## src/rtl/cpu6502_pkg.sv

```systemverilog
// Shared types and constants for the 6502 interrupt controller.
package cpu6502_pkg;

    typedef enum logic [1:0] {
        RESET_SEQ = 2'd0,
        IDLE      = 2'd1,
        PENDING   = 2'd2
    } irq_state_e;

    // Offsets from VECTOR_BASE to each vector's low byte.
    localparam logic [15:0] NMI_OFFSET   = 16'd0;
    localparam logic [15:0] RESET_OFFSET = 16'd2;
    localparam logic [15:0] IRQ_OFFSET   = 16'd4;

endpackage

```

## src/rtl/cpu6502_nmi_edge_detect.sv

```systemverilog
// Falling-edge detector and sticky latch for the active-low NMI line.
module cpu6502_nmi_edge_detect (
    input  logic clock,
    input  logic reset,
    input  logic enable,
    input  logic nmi_n,
    input  logic clear,
    output logic nmi_edge,
    output logic nmi_latch
);
    logic nmi_prev_q, nmi_prev_d;
    logic nmi_latch_q, nmi_latch_d;

    always_comb begin
        // NOTE: every variable gets a default first so no path can infer a latch.
        nmi_prev_d  = nmi_prev_q;
        nmi_latch_d = nmi_latch_q;
        nmi_edge    = enable && nmi_prev_q && !nmi_n;
        if (enable) begin
            nmi_prev_d = nmi_n;
        end
        // A new edge wins over a clear in the same cycle.
        if (nmi_edge) begin
            nmi_latch_d = 1'b1;
        end else if (enable && clear) begin
            nmi_latch_d = 1'b0;
        end
    end

    always_ff @(posedge clock) begin
        // NOTE: sequential state uses non-blocking assignments only.
        if (reset) begin
            // Track the live line during reset (1 when NMI is idle) so a line
            // held low through reset cannot look like a fresh edge on release.
            nmi_prev_q  <= nmi_n;
            nmi_latch_q <= 1'b0;
        end else begin
            nmi_prev_q  <= nmi_prev_d;
            nmi_latch_q <= nmi_latch_d;
        end
    end

    assign nmi_latch = nmi_latch_q;

endmodule

```

## src/rtl/cpu6502_interrupt_ctrl.sv

```systemverilog
// 6502 interrupt sequencing: reset/NMI/IRQ arbitration and vector selection.
// Optional service counter enabled by defining CPU6502_IRQ_COUNTER_EN.
module cpu6502_interrupt_ctrl
    import cpu6502_pkg::*;
#(
    parameter logic [15:0] VECTOR_BASE = 16'hFFFA
) (
    input  logic        clock,
    input  logic        cpuReset,
    input  logic        cpuClockEnable,
    input  logic        nmiN,
    input  logic        irqN,
    input  logic        irqDisable,
    input  logic        pollPoint,
    input  logic        vectorFetch,
    output logic        interruptPending,
    output logic        resetSequence,
    output logic [15:0] vectorAddress,
    output logic [15:0] serviceCount
);
    irq_state_e state_q, state_d;
    logic       pending_q, pending_d;
    logic       reset_seq_q, reset_seq_d;
    logic       nmi_edge, nmi_latch, nmi_clear;
    logic       irq_active, fetch_now;

    assign fetch_now  = cpuClockEnable && vectorFetch;
    assign irq_active = cpuClockEnable && !irqN;
    // The latch is consumed only when it actually steered the fetch to the NMI vector.
    assign nmi_clear  = vectorFetch && (state_q != RESET_SEQ) && nmi_latch;

    cpu6502_nmi_edge_detect u_nmi_edge (
        .clock    (clock),
        .reset    (cpuReset),
        .enable   (cpuClockEnable),
        .nmi_n    (nmiN),
        .clear    (nmi_clear),
        .nmi_edge (nmi_edge),
        .nmi_latch(nmi_latch)
    );

    always_comb begin
        state_d = state_q;
        if (cpuClockEnable) begin
            case (state_q)
                RESET_SEQ: if (vectorFetch) state_d = IDLE;
                IDLE: begin
                    if (pollPoint && (nmi_latch || nmi_edge || (irq_active && !irqDisable))) begin
                        state_d = PENDING;
                    end
                end
                PENDING:   if (vectorFetch) state_d = IDLE;
                default:   state_d = RESET_SEQ;
            endcase
        end
        pending_d   = (state_d == PENDING);
        reset_seq_d = (state_d == RESET_SEQ);
    end

    always_ff @(posedge clock) begin
        if (cpuReset) begin
            state_q     <= RESET_SEQ;
            pending_q   <= 1'b0;
            reset_seq_q <= 1'b1;
        end else begin
            state_q     <= state_d;
            pending_q   <= pending_d;
            reset_seq_q <= reset_seq_d;
        end
    end

    assign interruptPending = pending_q;
    assign resetSequence    = reset_seq_q;

    always_comb begin
        if (state_q == RESET_SEQ) begin
            vectorAddress = VECTOR_BASE + RESET_OFFSET;
        end else if (nmi_latch) begin
            vectorAddress = VECTOR_BASE + NMI_OFFSET;
        end else begin
            vectorAddress = VECTOR_BASE + IRQ_OFFSET;
        end
    end

`ifdef CPU6502_IRQ_COUNTER_EN
    logic [15:0] service_count_q, service_count_d;

    always_comb begin
        service_count_d = service_count_q;
        if (fetch_now && (state_q != RESET_SEQ)) begin
            service_count_d = service_count_q + 16'd1;
        end
    end

    always_ff @(posedge clock) begin
        if (cpuReset) begin
            service_count_q <= 16'd0;
        end else begin
            service_count_q <= service_count_d;
        end
    end

    assign serviceCount = service_count_q;
`else
    logic unused_fetch;
    assign unused_fetch = fetch_now;
    assign serviceCount = 16'd0;
`endif

endmodule

```

## config.mk

```make
export PLATFORM = sky130hd
export DESIGN_NAME = cpu6502_interrupt_ctrl
export DESIGN_NICKNAME = d
export VERILOG_FILES = /design/src/rtl/cpu6502_pkg.sv /design/src/rtl/cpu6502_nmi_edge_detect.sv /design/src/rtl/cpu6502_interrupt_ctrl.sv
export SDC_FILE = /design/constraint.sdc
export NUM_CORES = 1
export LEC_CHECK = 0
export CAP_MARGIN = 15
export CORE_MARGIN = 1
export CORE_UTILIZATION = 33
export CTS_CLUSTER_DIAMETER = 120
export DETAILED_ROUTE_END_ITERATION = 8
export PLACE_DENSITY = 0.78
export SLEW_MARGIN = 20
export SYNTH_ARGS = -nofsm -noshare
export SYNTH_HDL_FRONTEND = slang
export SYNTH_SLANG_ARGS = --single-unit
```

## constraint.sdc

```tcl
create_clock -name clock -period 1.82 [get_ports clock]
set_input_delay 0.364 -clock clock [delete_from_list [all_inputs] [get_ports clock]]
set_output_delay 0.364 -clock clock [all_outputs]
set_load 0.01 [all_outputs]
```

==> results by group <==
Outcome
  • Status: complete, no violations

Setup path
  • Critical Path AT: 1.38 ns
  • Slowest CP cell: clkdlybuf4s50_1
  • Crit-path cells: nor2_2 -> inv_1 -> nand2_1 -> clkdlybuf4s50_1
  • Critical-path maximum fanout: 6
  • R2r worst-path depth: 3
  • CP Launch Type: flip-flop
  • Combined buffer and inverter count along the critical path: 2
  • Worst Setup End Kind: output pin
  • Delay-heaviest family, CP: buffers and inverters
  • RR Endpoint: interruptPending$_SDFF_PP0_
  • Critical path class: flip-flop to output pin
  • CP max stage delay: 0.52 ns
  • Internal reg-to-reg setup slack: 0.59 ns
  • Reg2Reg Launch Point: u_nmi_edge.nmi_prev_q$_DFFE_PP_
  • Worst path required time: 1.46 ns

Worst hold path
  • Worst hold stages: 2
  • Hold endpoint: u_nmi_edge.nmi_latch$_SDFFE_PP0P_
  • Hold WC Path Type: flip-flop to flip-flop
  • Hold wc startpoint: u_nmi_edge.nmi_latch$_SDFFE_PP0P_

Final layout
  • Multi-input logic area: 255.2 um^2
  • Fillers: 148
  • Final nets: 84
  • Ant diodes: 0
  • Fraction of layout cells with a size suffix above 1: 9.333%
  • Area grow syn2layout: 7.654%
  • Reg area: 131.4 um^2
  • Design area: 545.5 um^2

Detailed routing
  • Per-cell routed wire length: 8.367 um
  • Pre-antenna DRT Iters: 4
  • Post-DRT Antenna Nets: 0
  • DR vias/cell: 3.844
  • Final wirelength: 753 um
  • Starting DRC count in detailed routing: 2
  • Drt drc: 0
  • Via count: 346

Clock network
  • Worst-path clk slew: 0.05 ns
  • Root Driver: clkbuf_4
  • Clk_lat worst skew: 0.24 ns
  • Clock Path Buffers: 2
  • Resized cells post-CTS: 0
  • TritonCTS buffer count: 3
  • CTS tree: done
  • H-tree depth: 1
  • CTS Hold Bufs: 0
  • Postcts setup bufs: 0
  • Clk sink count: 6

Die
  • DIE AREA: 1696 um^2
  • Die Ht: 41.19 um
  • Die X: 41.19 um
  • Core Area: 1366 um^2
  • Initial Utilization: 37.09%
  • Ports: 42
  • Rows: 13

Timing
  • Clock skew: 0.001535 ns
  • Final setup violating endpoints: 0
  • Min cycle time layout: 1.743 ns
  • Setup TNS Final: 0 ns
  • Max Fclk: 573.6 MHz
  • Fin crit share: 95.79%
  • Hold Violations, Final: 0
  • Pins Over Slew Limit: 0
  • Worst setup margin: 0.07653 ns
  • Final Hold Slack: 0.5225 ns

Placement
  • I/O Buffers: 11
  • Final HPWL DP: 597.6 um
  • Placed cell areas: 515.5 um^2
  • DP Worst Slack: 0.1927 ns
  • Routability cong.: 0.6240

Synth
  • Mapped Cells: 62
  • Area contributors post-synth: buf_4 (44%), dfxtp_1 (20%), edfxtp_1 (5.9%)
  • Main synth FF type: dfxtp_1
  • Sequential cell area fraction in the yosys report: 25.68%
  • Area fraction of the dominant cell type after synthesis: 44.44%
  • Register bit total from synthesis: 6
  • Async S/R FF share, synth: 0%
  • Netlist cell types: 19
  • Post-synth EDFFs: 1
  • Synthesized area: 506.7 um^2
  • Synth Area per Inst: 8.173 um^2
  • Area leader, netlist: buf_4
  • YS warnings: 0

Global routing
  • Initial antenna violation count: 0
  • GR Util All Layers: 9.121%
  • Largest net degree at the start of global routing: 9
  • First-pass GRT wire length: 945 um
  • GRT overflow: 0
  • Vias in the first global route: 217

Power and ir drop
  • Worst VDD drop: 269.4 uV
  • PD cells: 710.8 nW/um^2
  • Leak: 0.2613 nW

Run
  • Max-Cap Viols: 0
==> cell usage in the layout (no fill, tap or decap), types with 2 or more instances in the layout <==
cell type	instances
o21ai_0	2
conb_1	30
clkdlybuf4s50_1	11
a21oi_1	4
nand2_1	4
clkbuf_4	3
dfxtp_1	4
o31ai_1	2
==> kinds of logic (layout without fill, tap and decap cells) <==
family | Yosys count | after routing | share of synthesized area (%)
flops | 6 | 6 | 25.68
buf+inv | 31 | 16 | 45.19
simple gates | 12 | 12 | 13.58
other cells | 2 | 30 | 1.482
compound gates | 11 | 11 | 14.07
==> cells in the mapped netlist (2+ instances only) <==
cell,count
a21oi_1,4
buf_4,30
conb_1,2
dfxtp_1,5
nand2_1,4
nor2_1,2
o21ai_0,2
o31ai_1,2
==> worst max-delay path by stage <==
stage,from,end,slack [ns],cells past startpoint
global placement,cpuClockEnable,interruptPending$_SDFF_PP0_,0.27,4
finish,state_q[1]$_SDFF_PP0_,vectorAddress[2],0.08,4
floorplan,flip-flop,vectorAddress[2],0.79,3
global route,state_q[1]$_SDFF_PP0_,vectorAddress[2],-0.003,4
detailed placement,nmiN,interruptPending$_SDFF_PP0_,0.19,4
CTS,flip-flop,vectorAddress[2],0.03,4
==> power breakdown <==
part | internal (mW) | total [mW] | switching (mW) | leakage [nW]
combinational | 0.0409 | 0.0950 | 0.0541 | 0.195
clock | 0.0835 | 0.138 | 0.0543 | 0.0150
sequential | 0.146 | 0.155 | 0.00900 | 0.0515
==> layer usage <==
layer | track usage [%] | vias up | wire (um)
li1 | - | 171 | -
met1 | 10.61 | 146 | 311
met2 | 14.45 | 27 | 351
met3 | 1.630 | 2 | 70
met4 | 7.258 | 0 | 19
met5 | 0 | - | 0
==> tightest hold or removal path, cell delays in order, from the launching register on <==
cell	delay (ns)
dfxtp_1	0.33
o21ai_0	0.08
a21oi_1	0.06
==> area by class of cell <==
cell class / count / area share [%]
tap: 15 / 3.440
inverter: 1 / 0.6881
clock buffer: 4 / 4.817
timing repair buffer: 11 / 20.18
sequential: 6 / 24.08
multi-input combinational: 53 / 46.79
==> through the flow <==
stage                     cells  utilization [%]  power, mW
after global placement       86            37.73     0.2476
after CTS                    90            39.65     0.3935
after global routing         90            39.93     0.4158
final                        90            39.93     0.3877
after detailed placement     86            37.73     0.2492
after floorplan              90                -     0.2586
Note: power is estimated with default switching activity, not from simulation.
